===== src/rtl/flappy_pkg.sv =====
// Shared types and constants for the Flappy Bird obstacle engine.
package flappy_pkg;

  typedef enum logic [1:0] {
    StIdle = 2'd0,
    StRun  = 2'd1,
    StDead = 2'd2
  } game_state_t;

  localparam int unsigned SCREEN_W = 640;
  localparam int unsigned SCREEN_H = 480;

  localparam logic [15:0] LFSR_SEED = 16'hACE1;
  // Right-shifting Galois form of x^16 + x^14 + x^13 + x^11 + 1
  localparam logic [15:0] LFSR_TAPS = 16'hB400;

  typedef struct packed {
    logic signed [11:0] x;
    logic [9:0]         gap_top;
  } pipe_t;

  function automatic logic [15:0] lfsr_next(input logic [15:0] s);
    return s[0] ? ((s >> 1) ^ LFSR_TAPS) : (s >> 1);
  endfunction

endpackage


===== src/rtl/pipe_engine_if.sv =====
// Frame/pixel inputs and game outputs shared between the display logic and pipe_engine.
interface pipe_engine_if;
  import flappy_pkg::*;

  logic        frame_tick;
  logic        start;
  logic [9:0]  hcol;
  logic [9:0]  vrow;
  logic        active;
  logic [9:0]  bird_y;
  logic        pipe_pixel;
  game_state_t state;
  logic [15:0] score;
  logic        busy;

  modport master (
    output frame_tick, start, hcol, vrow, active, bird_y,
    input  pipe_pixel, state, score, busy
  );

  modport slave (
    input  frame_tick, start, hcol, vrow, active, bird_y,
    output pipe_pixel, state, score, busy
  );

endinterface


===== src/rtl/lfsr16.sv =====
// Enable-stepped 16-bit Galois LFSR; exposes the low OutW bits of its state.
module lfsr16 import flappy_pkg::*; #(
  parameter logic [15:0] SEED = LFSR_SEED,
  parameter int unsigned OutW = 16
) (
  input  logic            clk,
  input  logic            reset_n,
  input  logic            en_i,
  output logic [OutW-1:0] rnd_o
);

  logic [15:0] state_q;

  always_ff @(posedge clk or negedge reset_n) begin
    if (!reset_n) begin
      state_q <= SEED;
    end else if (en_i) begin
      state_q <= lfsr_next(state_q);
    end
  end

  assign rnd_o = state_q[OutW-1:0];

endmodule


===== src/rtl/pipe_engine.sv =====
// Obstacle engine: N scrolling pipes, LFSR gap placement, bird collision, score and game FSM.
// Optional speed ramp with score is enabled by defining PIPE_SPEEDUP_EN.
module pipe_engine #(
  parameter int NUM_PIPES = 3,
  parameter int PIPE_W    = 70,
  parameter int GAP_H     = 120,
  parameter int GAP_MIN   = 40,
  parameter int GAP_SPAN  = 100,
  parameter int SPACING   = 256,
  parameter int START_X   = 640,
  parameter int RESET_X   = 768,
  parameter int SPEED     = 2,
  parameter int MAX_SPEED = 6,
  parameter int BIRD_X    = 100,
  parameter int BIRD_W    = 34,
  parameter int BIRD_H    = 24,
  parameter int SCREEN_H  = flappy_pkg::SCREEN_H
) (
  input logic           clk,
  input logic           reset_n,
  pipe_engine_if.slave  bus
);
  import flappy_pkg::*;

  localparam int IdxW   = (NUM_PIPES > 1) ? $clog2(NUM_PIPES) : 1;
  localparam int GapMax = GAP_MIN + GAP_SPAN - 1;
  localparam int SpeedW = $clog2(((SPEED > MAX_SPEED) ? SPEED : MAX_SPEED) + 1);
  localparam logic signed [12:0] PipeW13 = 13'(PIPE_W);
  localparam logic signed [12:0] BirdX13 = 13'(BIRD_X);
  localparam logic signed [12:0] XWrap   = 13'(-PIPE_W);

  function automatic pipe_t init_pipe(input int i);
    pipe_t p;
    int    g;
    g = GAP_MIN + i * 16;
    if (g > GapMax) g = GapMax;
    p.x       = 12'(START_X + i * SPACING);
    p.gap_top = 10'(g);
    return p;
  endfunction

  game_state_t       state_q;
  pipe_t             pipes_q [NUM_PIPES];
  logic              busy_q, collide_q, pipe_pixel_q;
  logic [IdxW-1:0]   idx_q;
  logic [15:0]       score_q;
  logic [SpeedW-1:0] speed_q;

  logic [6:0]        rnd;
  pipe_t             cur_pipe, step_pipe;
  logic signed [12:0] old_x, new_x, fin_x, speed_s;
  logic [7:0]        r_red;
  logic              wrap, passed;

  lfsr16 #(.SEED(LFSR_SEED), .OutW(7)) u_lfsr (
    .clk    (clk),
    .reset_n(reset_n),
    .en_i   (busy_q && wrap),
    .rnd_o  (rnd)
  );

  assign speed_s = 13'(speed_q);

  // Next position of the pipe currently selected by the walk index.
  always_comb begin
    cur_pipe  = pipes_q[idx_q];
    old_x     = {cur_pipe.x[11], cur_pipe.x};
    new_x     = old_x - speed_s;
    wrap      = (new_x <= XWrap);
    r_red     = ({1'b0, rnd} >= 8'(GAP_SPAN)) ? ({1'b0, rnd} - 8'(GAP_SPAN)) : {1'b0, rnd};
    step_pipe = cur_pipe;
    if (wrap) begin
      step_pipe.x       = 12'(RESET_X);
      step_pipe.gap_top = 10'(GAP_MIN) + {2'b00, r_red};
    end else begin
      step_pipe.x = new_x[11:0];
    end
    fin_x  = {step_pipe.x[11], step_pipe.x};
    passed = (old_x + PipeW13 > BirdX13) && (fin_x + PipeW13 <= BirdX13);
  end

  logic [NUM_PIPES-1:0] hit;
  logic signed [12:0]   hcol_s;
  logic [10:0]          vrow_e, bird_bot;
  logic                 in_bird, screen_hit;

  assign hcol_s     = {3'b000, bus.hcol};
  assign vrow_e     = {1'b0, bus.vrow};
  assign bird_bot   = {1'b0, bus.bird_y} + 11'(BIRD_H);
  assign in_bird    = (bus.hcol >= 10'(BIRD_X)) && ({1'b0, bus.hcol} < 11'(BIRD_X + BIRD_W)) &&
                      (bus.vrow >= bus.bird_y) && (vrow_e < bird_bot);
  assign screen_hit = (bird_bot >= 11'(SCREEN_H));

  for (genvar g = 0; g < NUM_PIPES; g++) begin : g_hit
    logic signed [12:0] px;
    logic [10:0]        gt;
    assign px     = {pipes_q[g].x[11], pipes_q[g].x};
    assign gt     = {1'b0, pipes_q[g].gap_top};
    assign hit[g] = (hcol_s >= px) && (hcol_s < px + PipeW13) &&
                    ((vrow_e < gt) || (vrow_e >= gt + 11'(GAP_H)));
  end

  always_ff @(posedge clk or negedge reset_n) begin
    if (!reset_n) begin
      state_q      <= StIdle;
      busy_q       <= 1'b0;
      idx_q        <= '0;
      score_q      <= '0;
      collide_q    <= 1'b0;
      speed_q      <= SpeedW'(SPEED);
      pipe_pixel_q <= 1'b0;
      for (int i = 0; i < NUM_PIPES; i++) pipes_q[i] <= init_pipe(i);
    end else begin
      pipe_pixel_q <= bus.active && (state_q != StIdle) && (|hit);
      if (bus.active && (state_q == StRun) && in_bird && (|hit)) collide_q <= 1'b1;
      unique case (state_q)
        StIdle: if (bus.start) state_q <= StRun;
        StRun: begin
          if (!busy_q) begin
            if (bus.frame_tick) begin
              busy_q <= 1'b1;
              idx_q  <= '0;
              if (screen_hit) collide_q <= 1'b1;
            end
          end else begin
            pipes_q[idx_q] <= step_pipe;
            if (passed && (score_q != 16'hFFFF)) begin
              score_q <= score_q + 16'd1;
`ifdef PIPE_SPEEDUP_EN
              if ((score_q[2:0] == 3'd7) && (speed_q < SpeedW'(MAX_SPEED))) begin
                speed_q <= speed_q + SpeedW'(1);
              end
`endif
            end
            if (idx_q == IdxW'(NUM_PIPES - 1)) begin
              busy_q <= 1'b0;
              if (collide_q) state_q <= StDead;
            end else begin
              idx_q <= idx_q + IdxW'(1);
            end
          end
        end
        StDead: begin
          // Restart reinitialises the round but keeps the LFSR running so rounds differ.
          if (bus.start) begin
            state_q   <= StIdle;
            score_q   <= '0;
            collide_q <= 1'b0;
            speed_q   <= SpeedW'(SPEED);
            for (int i = 0; i < NUM_PIPES; i++) pipes_q[i] <= init_pipe(i);
          end
        end
        default: state_q <= StIdle;
      endcase
    end
  end

  assign bus.pipe_pixel = pipe_pixel_q;
  assign bus.state      = state_q;
  assign bus.score      = score_q;
  assign bus.busy       = busy_q;

endmodule


===== src/flat_wrapper.sv =====
// flat-port wrapper written by rule: the top's interface ports become plain ports
module pipe_engine_flat import flappy_pkg::*;
#(
  parameter int NUM_PIPES = 3,
  parameter int PIPE_W    = 70,
  parameter int GAP_H     = 120,
  parameter int GAP_MIN   = 40,
  parameter int GAP_SPAN  = 100,
  parameter int SPACING   = 256,
  parameter int START_X   = 640,
  parameter int RESET_X   = 768,
  parameter int SPEED     = 2,
  parameter int MAX_SPEED = 6,
  parameter int BIRD_X    = 100,
  parameter int BIRD_W    = 34,
  parameter int BIRD_H    = 24,
  parameter int SCREEN_H  = flappy_pkg::SCREEN_H
)
  (clk, reset_n, bus_frame_tick, bus_start, bus_hcol, bus_vrow, bus_active, bus_bird_y, bus_pipe_pixel, bus_state, bus_score, bus_busy);
  pipe_engine_if bus_i ();
  input logic clk;
  input logic reset_n;
  input wire logic [$bits(bus_i.frame_tick)-1:0] bus_frame_tick;
  input wire logic [$bits(bus_i.start)-1:0] bus_start;
  input wire logic [$bits(bus_i.hcol)-1:0] bus_hcol;
  input wire logic [$bits(bus_i.vrow)-1:0] bus_vrow;
  input wire logic [$bits(bus_i.active)-1:0] bus_active;
  input wire logic [$bits(bus_i.bird_y)-1:0] bus_bird_y;
  output wire logic [$bits(bus_i.pipe_pixel)-1:0] bus_pipe_pixel;
  output wire logic [$bits(bus_i.state)-1:0] bus_state;
  output wire logic [$bits(bus_i.score)-1:0] bus_score;
  output wire logic [$bits(bus_i.busy)-1:0] bus_busy;
  assign bus_i.frame_tick = bus_frame_tick;
  assign bus_i.start = bus_start;
  assign bus_i.hcol = bus_hcol;
  assign bus_i.vrow = bus_vrow;
  assign bus_i.active = bus_active;
  assign bus_i.bird_y = bus_bird_y;
  assign bus_pipe_pixel = bus_i.pipe_pixel;
  assign bus_state = bus_i.state;
  assign bus_score = bus_i.score;
  assign bus_busy = bus_i.busy;
  pipe_engine #(.NUM_PIPES(NUM_PIPES), .PIPE_W(PIPE_W), .GAP_H(GAP_H), .GAP_MIN(GAP_MIN), .GAP_SPAN(GAP_SPAN), .SPACING(SPACING), .START_X(START_X), .RESET_X(RESET_X), .SPEED(SPEED), .MAX_SPEED(MAX_SPEED), .BIRD_X(BIRD_X), .BIRD_W(BIRD_W), .BIRD_H(BIRD_H), .SCREEN_H(SCREEN_H)) u_core (.clk(clk), .reset_n(reset_n), .bus(bus_i));
endmodule

===== config.mk =====
export PLATFORM = sky130hd
export DESIGN_NAME = pipe_engine_flat
export DESIGN_NICKNAME = d
export VERILOG_FILES = /design/src/rtl/flappy_pkg.sv /design/src/rtl/pipe_engine_if.sv /design/src/rtl/lfsr16.sv /design/src/rtl/pipe_engine.sv /design/src/flat_wrapper.sv
export SDC_FILE = /design/constraint.sdc
export NUM_CORES = 1
export LEC_CHECK = 0
export BUFFER_PORTS_ARGS = -buffer_cell sky130_fd_sc_hd__buf_2
export CAP_MARGIN = 20
export CELL_PAD_IN_SITES_DETAIL_PLACEMENT = 0
export CELL_PAD_IN_SITES_GLOBAL_PLACEMENT = 1
export CORE_MARGIN = 3
export CORE_UTILIZATION = 49
export CTS_BUF_LIST = sky130_fd_sc_hd__clkbuf_8
export CTS_CLUSTER_DIAMETER = 100
export CTS_CLUSTER_SIZE = 20
export DETAILED_ROUTE_END_ITERATION = 7
export PLACE_DENSITY = 0.8
export SYNTH_ARGS = -nofsm -noshare
export SYNTH_HDL_FRONTEND = slang
export SYNTH_SLANG_ARGS = --single-unit

===== constraint.sdc =====
create_clock -name clk -period 7.4 [get_ports clk]
set_clock_uncertainty 0.2 [all_clocks]
set_input_delay 0.37 -clock clk [delete_from_list [all_inputs] [get_ports clk]]
set_output_delay 0.37 -clock clk [all_outputs]
set_load 0.01 [all_outputs]

==> results of run 1 <==
[registers in the layout, indices dropped and copies added, names as in the netlist]
| register | cells |
|---|---|
| u_core.collide_q | 1 |
| u_core.g_hit.gt | 30 |
| u_core.u_lfsr.state_q | 16 |
| u_core.idx_q | 2 |
| u_core.bus.busy | 1 |
| u_core.g_hit.px | 36 |
| u_core.bus.pipe_pixel | 1 |
| u_core.bus.state | 2 |
| u_core.bus.score | 16 |
[metrics by stage]
step	power [mW]	worst slack, ns
after CTS	4.68	1.52
after detailed placement	4.30	1.53
after floorplan	3.52	2.24
final	4.68	1.52
after global routing	5.17	1.16
after global placement	4.28	1.61
[layout make-up]
type	count	area (µm²)	share of cell area
clock buffer	9	124	0.0113
clock inverter	7	83.8	0.00768
inverter	88	330	0.0303
multi-input combinational	970	7010	0.642
sequential	105	2660	0.243
tap	270	338	0.0309
timing repair buffer	67	373	0.0341
[cell families after synthesis]
group | Yosys count | synth area share
and+or+nand+nor | 364 | 0.181
AOI/OAI and AO/OA | 369 | 0.240
DFF | 105 | 0.258
xor gates and xnor gates | 56 | 0.0485
adders and majority gates | 146 | 0.178
buffers and inverters | 144 | 0.0586
muxes | 35 | 0.0362
[cell usage after synthesis (all sizes together), types with 5 or more instances]
master and n:
and3 10, nand2b 8, nor2b 13, a21o 19
nand3 86, nor3 29, o211ai 27, xor2 8
nor2 43, a21oi 54, buf 17, dfstp 22
o21a 36, and2 6, nand4 15, o21ai 108
o221ai 9, a21boi 7, o22ai 28, ha 146
mux2i 24, nor3b 13, nor4 8, a31oi 32
xnor2 48, or2 5, inv 88, nand2 112
clkbuf 39, o22a 5, mux2 11, dfrtp 83
[layer usage]
metal / routed length, µm / vias to the layer above / GRT usage
met4: 303 / 0 / 0.0535
met2: 11800 / 182 / 0.369
met5: 0 / - / 0
li1: - / 4538 / -
met3: 1050 / 15 / 0.0251
met1: 13200 / 4291 / 0.355
[worst max path at each step]
stage | start | to | slack, ns | cells past startpoint
CTS | u_core.idx_q[0] | u_core.bus.score[0] | 1.52 | 16
finish | u_core.idx_q[0] | u_core.bus.score[0] | 1.52 | 16
global route | u_core.idx_q[0] | u_core.bus.score[0] | 1.16 | 16
global placement | u_core.idx_q[0] | u_core.bus.score[0] | 1.61 | 16
floorplan | u_core.idx_q[1] | u_core.bus.score[10] | 2.24 | 20
detailed placement | u_core.idx_q[0] | u_core.bus.score[0] | 1.53 | 16
[timing repair]
action / CTS / global route
setup buffers: 0 / 0
hold buffers: 1 / 0
endpoints found under the hold margin: 45 / 0
[critical path, cell delays in order (launching register included)]
cell,delay (ns)
dfrtp_1,0.87
o22a_1,0.48
ha_1,0.47
o211ai_1,0.23
nor4_4,0.29
mux2i_1,0.13
o22ai_1,0.20
a41o_2,0.27
nand2_1,0.12
ha_1,0.27
nor4_2,0.43
o2bb2ai_1,0.27
a2bb2oi_2,0.10
xnor2_1,0.14
or4_4,0.75
nor2b_1,0.22
or3_1,0.33
[report_power, final]
group	switching (mW)	internal (mW)
clock network	0.234	0.135
logic	1.97	1.27
registers	0.293	0.778
total	2.49	2.18
==> results.yml, run 1 <==
drt:
  drt_wl_total_mm: 26.4
  vias_per_cell: 5.95
  drt-initial-drc-count: 481
  drc: 0
  drt-wirelength-per-cell_um: 17.4
  vias: 9026
  ant_nets: 0
  drtPass1Iterations: 5
sta:
  fin_crit_ns: 5.88
  setup_violations: 0
  finalHoldViolations: 0
  post-route-period-util: 0.795
  fmax_mhz: 170
  slew_viol_final: 0
  relSlewSlack: 0.449
  tns_ns: 0
  rsz0062_at_grt: "false"
  hold-worst-slack_ns: 0.0677
  worst_pin_slew_ns: 0.824
grt:
  grt_pass1_wl_mm: 43.1
  groute.usage.overall: 0.237
  antenna_found_initial: 0
  grt_overflow: 0
  grt_pass1_vias: 8334
  grt_max_degree: 54
die:
  chipWidth_um: 151
  ioPinCount: 55
  die_area_um2: 22700
  fp.dieH_um: 151
  num_rows: 52
  core_area_um2: 20400
  initial_utilization: 0.503
placement:
  placed_area_um2: 10700
  port_buffers: 54
  dp.cells: 1499
  gp_congestion: 0.928
  dp_hpwl_mm: 20.2
power_and_ir_drop:
  powerDensity_nw_per_um2: 428
  leakagePower_nw: 4.82
  ir_drop_v: 0.000225
synth:
  synth-seq-cells: 105
  syn_inst: 1219
  synth_top_area_cell: "dfrtp_1"
  synth.avg_cell_area_um2: 8.43
  synth_warnings: 0
  synth-edff-count: 0
  synth_cell_types: 81
  ys.flop_type: "dfrtp_1"
  seq_area_frac_synth: 0.258
  yosys-top-cells-area: "dfrtp_1 20%, ha_1 18%, dfstp_2 5.6%, o21ai_0 5.3%, nand3_1 4.2%"
  syn_nets: 1400
  async_flop_share: 1.00
  synth_top_cell_area_share: 0.202
  netlist_area_um2: 10300
status:
  outcome: "complete, no violations"
hold_path:
  min_to: "u_core.bus.pipe_pixel"
  whs_path_depth: 3
  hp-class: "in -> reg"
  hold_path_startpoint: "bus_active"
cells_and_area:
  fin_nets: 1422
  layout-drive-gt1-share: 0.128
  diodes: 0
  area.growth.synth_to_final_pct: 6.31
  utilization: 0.534
  final_common_cell: "ha_1"
  n_fill_cell: 1980
  layout_common_cells: "146 x ha_1, 111 x nand2_1, 108 x o21ai_0"
  finalNonFillerCells: 1516
  finalInstanceArea_um2: 10900
cts:
  clk_latency_ns: 0.40
  cts-root-buf: "clkbuf_8"
  cts.htree.levels: 3
  cts.sinks: 105
  cts_tree: "built"
  numCtsBuffers: 9
  cts_max_path_buffers: 2
  cts_resized: 0
  cts.clk_slew.worst_paths_ns: 0.12
setup_path:
  worstPathRequired_ns: 7.49
  startpoint_type: "register"
  path_class: "reg -> reg"
  r2r_setup_slack_ns: 1.52
  path_max_fanout: 32
  reg2regPathDepth: 16
  reg2reg_from: "u_core.idx_q[0]"
  cp.arrival_ns: 5.98
  reg2reg_to: "u_core.bus.score[0]"
  worstSetupEndpointType: "register"
flow_run:
  max_cap_viol_count: 0
Note: power is estimated with default switching activity, not from simulation.
==> run 2, diff against run 1 <==
--- a/config.mk
+++ b/config.mk
@@ -5,17 +5,18 @@
 export SDC_FILE = /design/constraint.sdc
 export NUM_CORES = 1
 export LEC_CHECK = 0
+export ABC_AREA = 1
 export BUFFER_PORTS_ARGS = -buffer_cell sky130_fd_sc_hd__buf_2
 export CAP_MARGIN = 20
 export CELL_PAD_IN_SITES_DETAIL_PLACEMENT = 0
 export CELL_PAD_IN_SITES_GLOBAL_PLACEMENT = 1
 export CORE_MARGIN = 3
-export CORE_UTILIZATION = 49
+export CORE_UTILIZATION = 43
 export CTS_BUF_LIST = sky130_fd_sc_hd__clkbuf_8
 export CTS_CLUSTER_DIAMETER = 100
 export CTS_CLUSTER_SIZE = 20
 export DETAILED_ROUTE_END_ITERATION = 7
-export PLACE_DENSITY = 0.8
+export PLACE_DENSITY = 0.77
 export SYNTH_ARGS = -nofsm -noshare
 export SYNTH_HDL_FRONTEND = slang
 export SYNTH_SLANG_ARGS = --single-unit
==> constraint.sdc (replaced) <==
create_clock -name clk -period 5.4 [get_ports clk]
set_clock_uncertainty 0.2 [all_clocks]
set_input_delay 0.27 -clock clk [delete_from_list [all_inputs] [get_ports clk]]
set_output_delay 0.27 -clock clk [all_outputs]
set_load 0.01 [all_outputs]
==> run 2 against run 1 <==
Against the previous run:
- register-to-register slack worse by 0.82 ns
- utilization down 5.8 points
- first-iteration DRC count up 22%
- highest routed layer unchanged
- sequential share of layout area up 0.81 points
- worst hold slack worse by 0.032 ns
- synthesized cell count up 9.8%
- critical path depth up 9
- routed wire length up 6.3%
- critical path type unchanged
- design area down 3.3%
- count of clock-buffer cells in the layout unchanged
==> results.yml, run 2 <==
status:
  outcome: "complete, no violations"
drt:
  drt-initial-drc-count: 587
  drtPass1Iterations: 7
  ant_nets: 0
  drt-wirelength-per-cell_um: 16.9
  drt_wl_total_mm: 28.1
  drc: 0
  vias_per_cell: 5.49
  vias: 9135
flow_run:
  max_cap_viol_count: 0
cts:
  clk_latency_ns: 0.42
  numCtsBuffers: 9
  cts_tree: "built"
  cts_max_path_buffers: 2
  cts-root-buf: "clkbuf_8"
  cts.sinks: 105
  cts.htree.levels: 3
  cts_resized: 0
  cts.clk_slew.worst_paths_ns: 0.12
hold_path:
  hp-class: "in -> reg"
cells_and_area:
  layout_common_cells: "269 x nand2_1, 181 x inv_1, 146 x ha_1"
  regArea_um2: 2660
  largest_reg_flops: 36
  fin_nets: 1561
  area.growth.synth_to_final_pct: 7.51
  utilization: 0.477
  finalNonFillerCells: 1665
  n_fill_cell: 2288
  layout-drive-gt1-share: 0.102
  multi_input_area_um2: 6280
  final_common_cell: "nand2_1"
  diodes: 0
  finalInstanceArea_um2: 10600
power_and_ir_drop:
  finalPower_mw: 5.80
  powerDensity_nw_per_um2: 549
  leakagePower_nw: 5.35
  ir_drop_v: 0.000212
grt:
  grt_pass1_wl_mm: 45.5
  groute.usage.overall: 0.232
  grt_max_degree: 73
  antenna_found_initial: 0
  grt_overflow: 0
  grt_pass1_vias: 8771
sta:
  setup_violations: 0
  worst_pin_slew_ns: 0.938
  slew_viol_final: 0
  fin_ws_ns: 0.702
  hold-worst-slack_ns: 0.0356
  finalHoldViolations: 0
  relSlewSlack: 0.374
  fin_crit_ns: 4.70
  post-route-period-util: 0.870
  rsz0062_at_grt: "false"
  fmax_mhz: 213
  tns_ns: 0
synth:
  seq_area_frac_synth: 0.270
  yosysMostFrequentCell: "nand2_1"
  ys.flop_type: "dfrtp_1"
  synth-seq-cells: 105
  synth_common_cells: "269 x nand2_1, 181 x inv_1, 146 x ha_1, 93 x nor2_1, 90 x o21ai_0"
  syn_inst: 1338
  synth-edff-count: 0
  yosys-top-cells-area: "dfrtp_1 21%, ha_1 19%, nand2_1 10%, inv_1 6.9%, dfstp_2 5.9%"
  synth_top_cell_area_share: 0.211
  synth_warnings: 0
  synth.avg_cell_area_um2: 7.34
  synth_top_area_cell: "dfrtp_1"
  async_flop_share: 1.00
  syn_nets: 1519
  synth_cell_types: 51
  netlist_area_um2: 9830
die:
  initial_utilization: 0.443
  fp.dieH_um: 157
  die_area_um2: 24700
  num_rows: 54
  core_area_um2: 22200
  chipWidth_um: 157
  ioPinCount: 55
setup_path:
  cpMostUsedCell: "nand2_1"
  worstPathRequired_ns: 5.50
  path_class: "reg -> reg"
  cp.arrival_ns: 4.80
  worstSetupEndpointType: "register"
  startpoint_type: "register"
  max_stage_delay_ns: 0.57
  critPathBufInv: 3
  slowest_stage: "dfrtp_1"
  path_max_fanout: 33
  cp_top_family: "simple AND/OR/NAND/NOR gates"
placement:
  dp_hpwl_mm: 22.0
  placed_area_um2: 10300
  dp.cells: 1647
  dp_slack_ns: 0.783
  port_buffers: 54
  gp_congestion: 0.871
run 2: changes by cell type in the layout (fill, tap and decap cells not counted), sizes merged, moves of 17 or more:
cell / before / now
a31oi: 32 / 4
o21a: 36 / 12
xnor2: 48 / 8
o22ai: 28 / 64
mux2i: 24 / 0
xor2: 8 / 40
o211ai: 27 / 8
a21oi: 54 / 71
nand2: 112 / 283
inv: 91 / 190
nor2: 43 / 102
run 2: worst paths after layout:
path | from | to | slack [ns] | cells after the start
worst min-delay path | bus_start | u_core.bus.state[0] | 0.04 | 3
max in group asynchronous | reset_n | u_core.g_hit[0].px[2] | 3.57 | 3
min in group asynchronous | reset_n | u_core.u_lfsr.state_q[12] | 0.12 | 2
worst max register to register | u_core.idx_q[0] | u_core.bus.score[8] | 0.70 | 25
worst min register to register | u_core.u_lfsr.state_q[7] | u_core.u_lfsr.state_q[7] | 0.27 | 2
worst max-delay path | u_core.idx_q[0] | u_core.bus.score[8] | 0.70 | 25
run 2: worst reg2reg max path, cell delays in order, from the launching register on:
cell and delay, ns:
dfrtp_1 0.57, nor2_2 0.48, inv_1 0.37, o21ai_2 0.37, inv_1 0.18, nand3_1 0.15
nor2_1 0.05, nand2_1 0.05, nand2_1 0.06, a21oi_1 0.11, nand2_1 0.10, nand2_4 0.08
buf_4 0.34, nand3_1 0.34, nand3_1 0.20, nand2_1 0.07, nand2_1 0.05, nand2_1 0.05
nor2_1 0.09, nand2_1 0.06, nand2_1 0.05, nand2_1 0.08, nand2_4 0.19, nand2_4 0.17
nand2_1 0.10, nand2_1 0.05
run 2: final cells by class:
type	instances	share of cell area
tap	280	0.0332
clock buffer	9	0.0117
sequential	105	0.251
multi-input combinational	1010	0.594
clock inverter	7	0.00936
inverter	192	0.0683
timing repair buffer	62	0.0320
run 2: kinds of logic after synthesis:
group | Yosys count | share of synthesized area
simple gates | 527 | 0.237
compound gates | 289 | 0.173
buf+inv | 223 | 0.0910
xor+xnor | 48 | 0.0428
fa+ha+maj | 146 | 0.186
flops | 105 | 0.270
run 2: routing by layer:
layer | vias up | GRT usage | share of wire
met1 | 4297 | 0.333 | 0.49
met5 | - | 0 | 0
met2 | 209 | 0.376 | 0.45
met3 | 17 | 0.0338 | 0.050
li1 | 4612 | - | -
met4 | 0 | 0.0442 | 0.0087
run 2: power breakdown:
| part | internal (mW) | total, mW | switching [mW] | leakage (nW) |
|---|---|---|---|---|
| Combinational | 1.31 | 3.99 | 2.69 | 3.91 |
| Clock | 0.196 | 0.551 | 0.355 | 0.111 |
| Sequential | 1.05 | 1.26 | 0.206 | 1.33 |
| Total | 2.55 | 5.80 | 3.25 | 5.35 |
run 2: repair_timing:
action / in CTS / in global routing
hold endpoints to repair: 34 / 0
hold buffers: 2 / 0
setup buffers: 0 / 0
==> run 3, diff against run 2 <==
--- a/config.mk
+++ b/config.mk
@@ -10,6 +10,7 @@
 export CAP_MARGIN = 20
 export CELL_PAD_IN_SITES_DETAIL_PLACEMENT = 0
 export CELL_PAD_IN_SITES_GLOBAL_PLACEMENT = 1
+export CORE_ASPECT_RATIO = 0.6
 export CORE_MARGIN = 3
 export CORE_UTILIZATION = 43
 export CTS_BUF_LIST = sky130_fd_sc_hd__clkbuf_8
==> run 3 against run 2 <==
Against the previous run:
- combinational power increased by 4%
- routed wire length increased by 11%
- clock power decreased by 8.7%
- sequential power about the same
- non-clock buffer count unchanged
- sequential cell count unchanged
- critical path depth increased by 2
- critical path type unchanged
==> results.yml, run 3 (synthesis gave the netlist of run 2 again) <==
die:
  ioPinCount: 55
  initial_utilization: 0.442
  fp.dieH_um: 123
  core_area_um2: 22200
  chipWidth_um: 201
  die_area_um2: 24800
  num_rows: 42
sta:
  finalHoldViolations: 0
  relSlewSlack: 0.337
  rsz0062_at_grt: "false"
  post-route-period-util: 0.904
  slew_viol_final: 0
  tns_ns: 0
  worst_pin_slew_ns: 0.994
  fin_crit_ns: 4.88
  fmax_mhz: 205
  hold-worst-slack_ns: 0.0486
  setup_violations: 0
cts:
  cts-root-buf: "clkbuf_8"
  cts.htree.levels: 3
  cts_max_path_buffers: 2
  numCtsBuffers: 9
  cts.clk_slew.worst_paths_ns: 0.10
  clk_latency_ns: 0.41
  cts_resized: 0
  cts.sinks: 105
  cts_tree: "built"
power_and_ir_drop:
  seqPwrFrac: 0.215
  cellInternalPower_mw: 2.55
  power_switching_mw: 3.36
  p_comb_frac: 0.700
  ir_drop_v: 0.000279
  p_sw_frac: 0.569
  leakagePower_nw: 5.33
  powerDensity_nw_per_um2: 559
  p_clk_frac: 0.085
drt:
  drt-wirelength-per-cell_um: 18.5
  vias: 9361
  drt-initial-drc-count: 781
  vias_per_cell: 5.53
  wl_met2_mm: 10.6
  drtPass1Iterations: 5
  met3_length_mm: 3.10
  drt_wl_total_mm: 31.3
  drc: 0
  wl_met1_mm: 17.4
  routed.top_layer: "met4"
  ant_nets: 0
grt:
  grt_pass1_wl_mm: 49.1
  grt_overflow: 0
  groute.usage.overall: 0.255
  grt_max_degree: 57
  antenna_found_initial: 0
  grt_pass1_vias: 8527
cells_and_area:
  utilization: 0.475
  final_common_cell: "nand2_1"
  fin_nets: 1561
  area.growth.synth_to_final_pct: 7.51
  largest_reg_flops: 36
  layout_common_cells: "269 x nand2_1, 181 x inv_1, 146 x ha_1"
  layout-drive-gt1-share: 0.102
  finalNonFillerCells: 1693
  diodes: 0
flow_run:
  max_cap_viol_count: 0
status:
  outcome: "complete, no violations"
setup_path:
  cp.arrival_ns: 4.97
  path_max_fanout: 17
  path_class: "reg -> reg"
  startpoint_type: "register"
  worstPathRequired_ns: 5.49
  worstSetupEndpointType: "register"
placement:
  dp.cells: 1675
  port_buffers: 54
  dp_hpwl_mm: 24.8
  gp_congestion: 0.884
hold_path:
  hp-class: "in -> reg"
==> run 3: timing repair <==
| action | CTS | global route |
|---|---|---|
| hold buffers | 2 | 0 |
| hold endpoints to repair | 51 | 0 |
| setup buffers | 0 | 0 |
==> run 3: power groups by stage <==
stage | clock, mW | sequential [mW] | combinational, mW
after floorplan | 0 | 1.20 | 2.96
after global placement | 0 | 1.27 | 4.01
after detailed placement | 0 | 1.28 | 4.03
after CTS | 0.517 | 1.26 | 4.05
after global routing | 0.547 | 1.29 | 4.66
final | 0.503 | 1.27 | 4.13
==> run 3: worst max-delay path: stages, from the launching register on <==
cell	delay (ns)
dfrtp_1	0.56
nor2_2	0.46
inv_1	0.34
o21ai_2	0.39
inv_1	0.19
nand3_1	0.16
nor2_1	0.05
nand2_1	0.05
nand2_1	0.07
a21oi_1	0.12
nand2_1	0.10
nand2_4	0.08
nand2_1	0.16
ha_1	0.28
nor2_1	0.15
nand4_1	0.17
nand2_1	0.16
nand3_1	0.08
nand2_1	0.07
nand2_1	0.05
nor2_1	0.12
nand2_1	0.06
nand2_1	0.07
nand2_1	0.08
nand2_4	0.19
nand2_4	0.18
nand2_1	0.09
nand2_1	0.05
==> run 3: cell type report <==
type	count	area [µm²]
Sequential cell	105	2660
Timing Repair Buffer	62	338
Tap cell	308	385
Clock buffer	10	138
Fill cell	2277	11700
Clock inverter	6	50.0
Multi-Input combinational cell	1010	6280
Inverter	192	722
==> run 3: stage by stage <==
stage,power [mW],worst slack [ns],instance area (µm²)
finish,5.91,0.520,10600
global route,6.50,0.0787,10600
CTS,5.83,0.644,10600
detailed placement,5.30,0.671,10400
global placement,5.28,0.836,10400
floorplan,4.17,0.935,9830
==> run 3: per-layer routing <==
metal / track usage / vias to the layer above
met1: 0.446 / 4378
li1: - / 4623
met4: 0.0316 / 0
met5: 0 / -
met2: 0.303 / 348
met3: 0.0597 / 12
==> run 3: path summary, 6_finish.rpt <==
| kind | startpoint | end | slack [ns] | cells past startpoint |
|---|---|---|---|---|
| setup / recovery | u_core.idx_q[0] | u_core.bus.score[9] | 0.52 | 27 |
| hold / removal | bus_frame_tick | u_core.bus.busy | 0.05 | 5 |
| setup reg to reg | u_core.idx_q[0] | u_core.bus.score[9] | 0.52 | 27 |
| hold reg to reg | u_core.u_lfsr.state_q[7] | u_core.u_lfsr.state_q[7] | 0.27 | 2 |
| max in group asynchronous | reset_n | u_core.g_hit[2].px[11] | 3.57 | 3 |
| min in group asynchronous | reset_n | u_core.g_hit[0].px[1] | 0.26 | 2 |
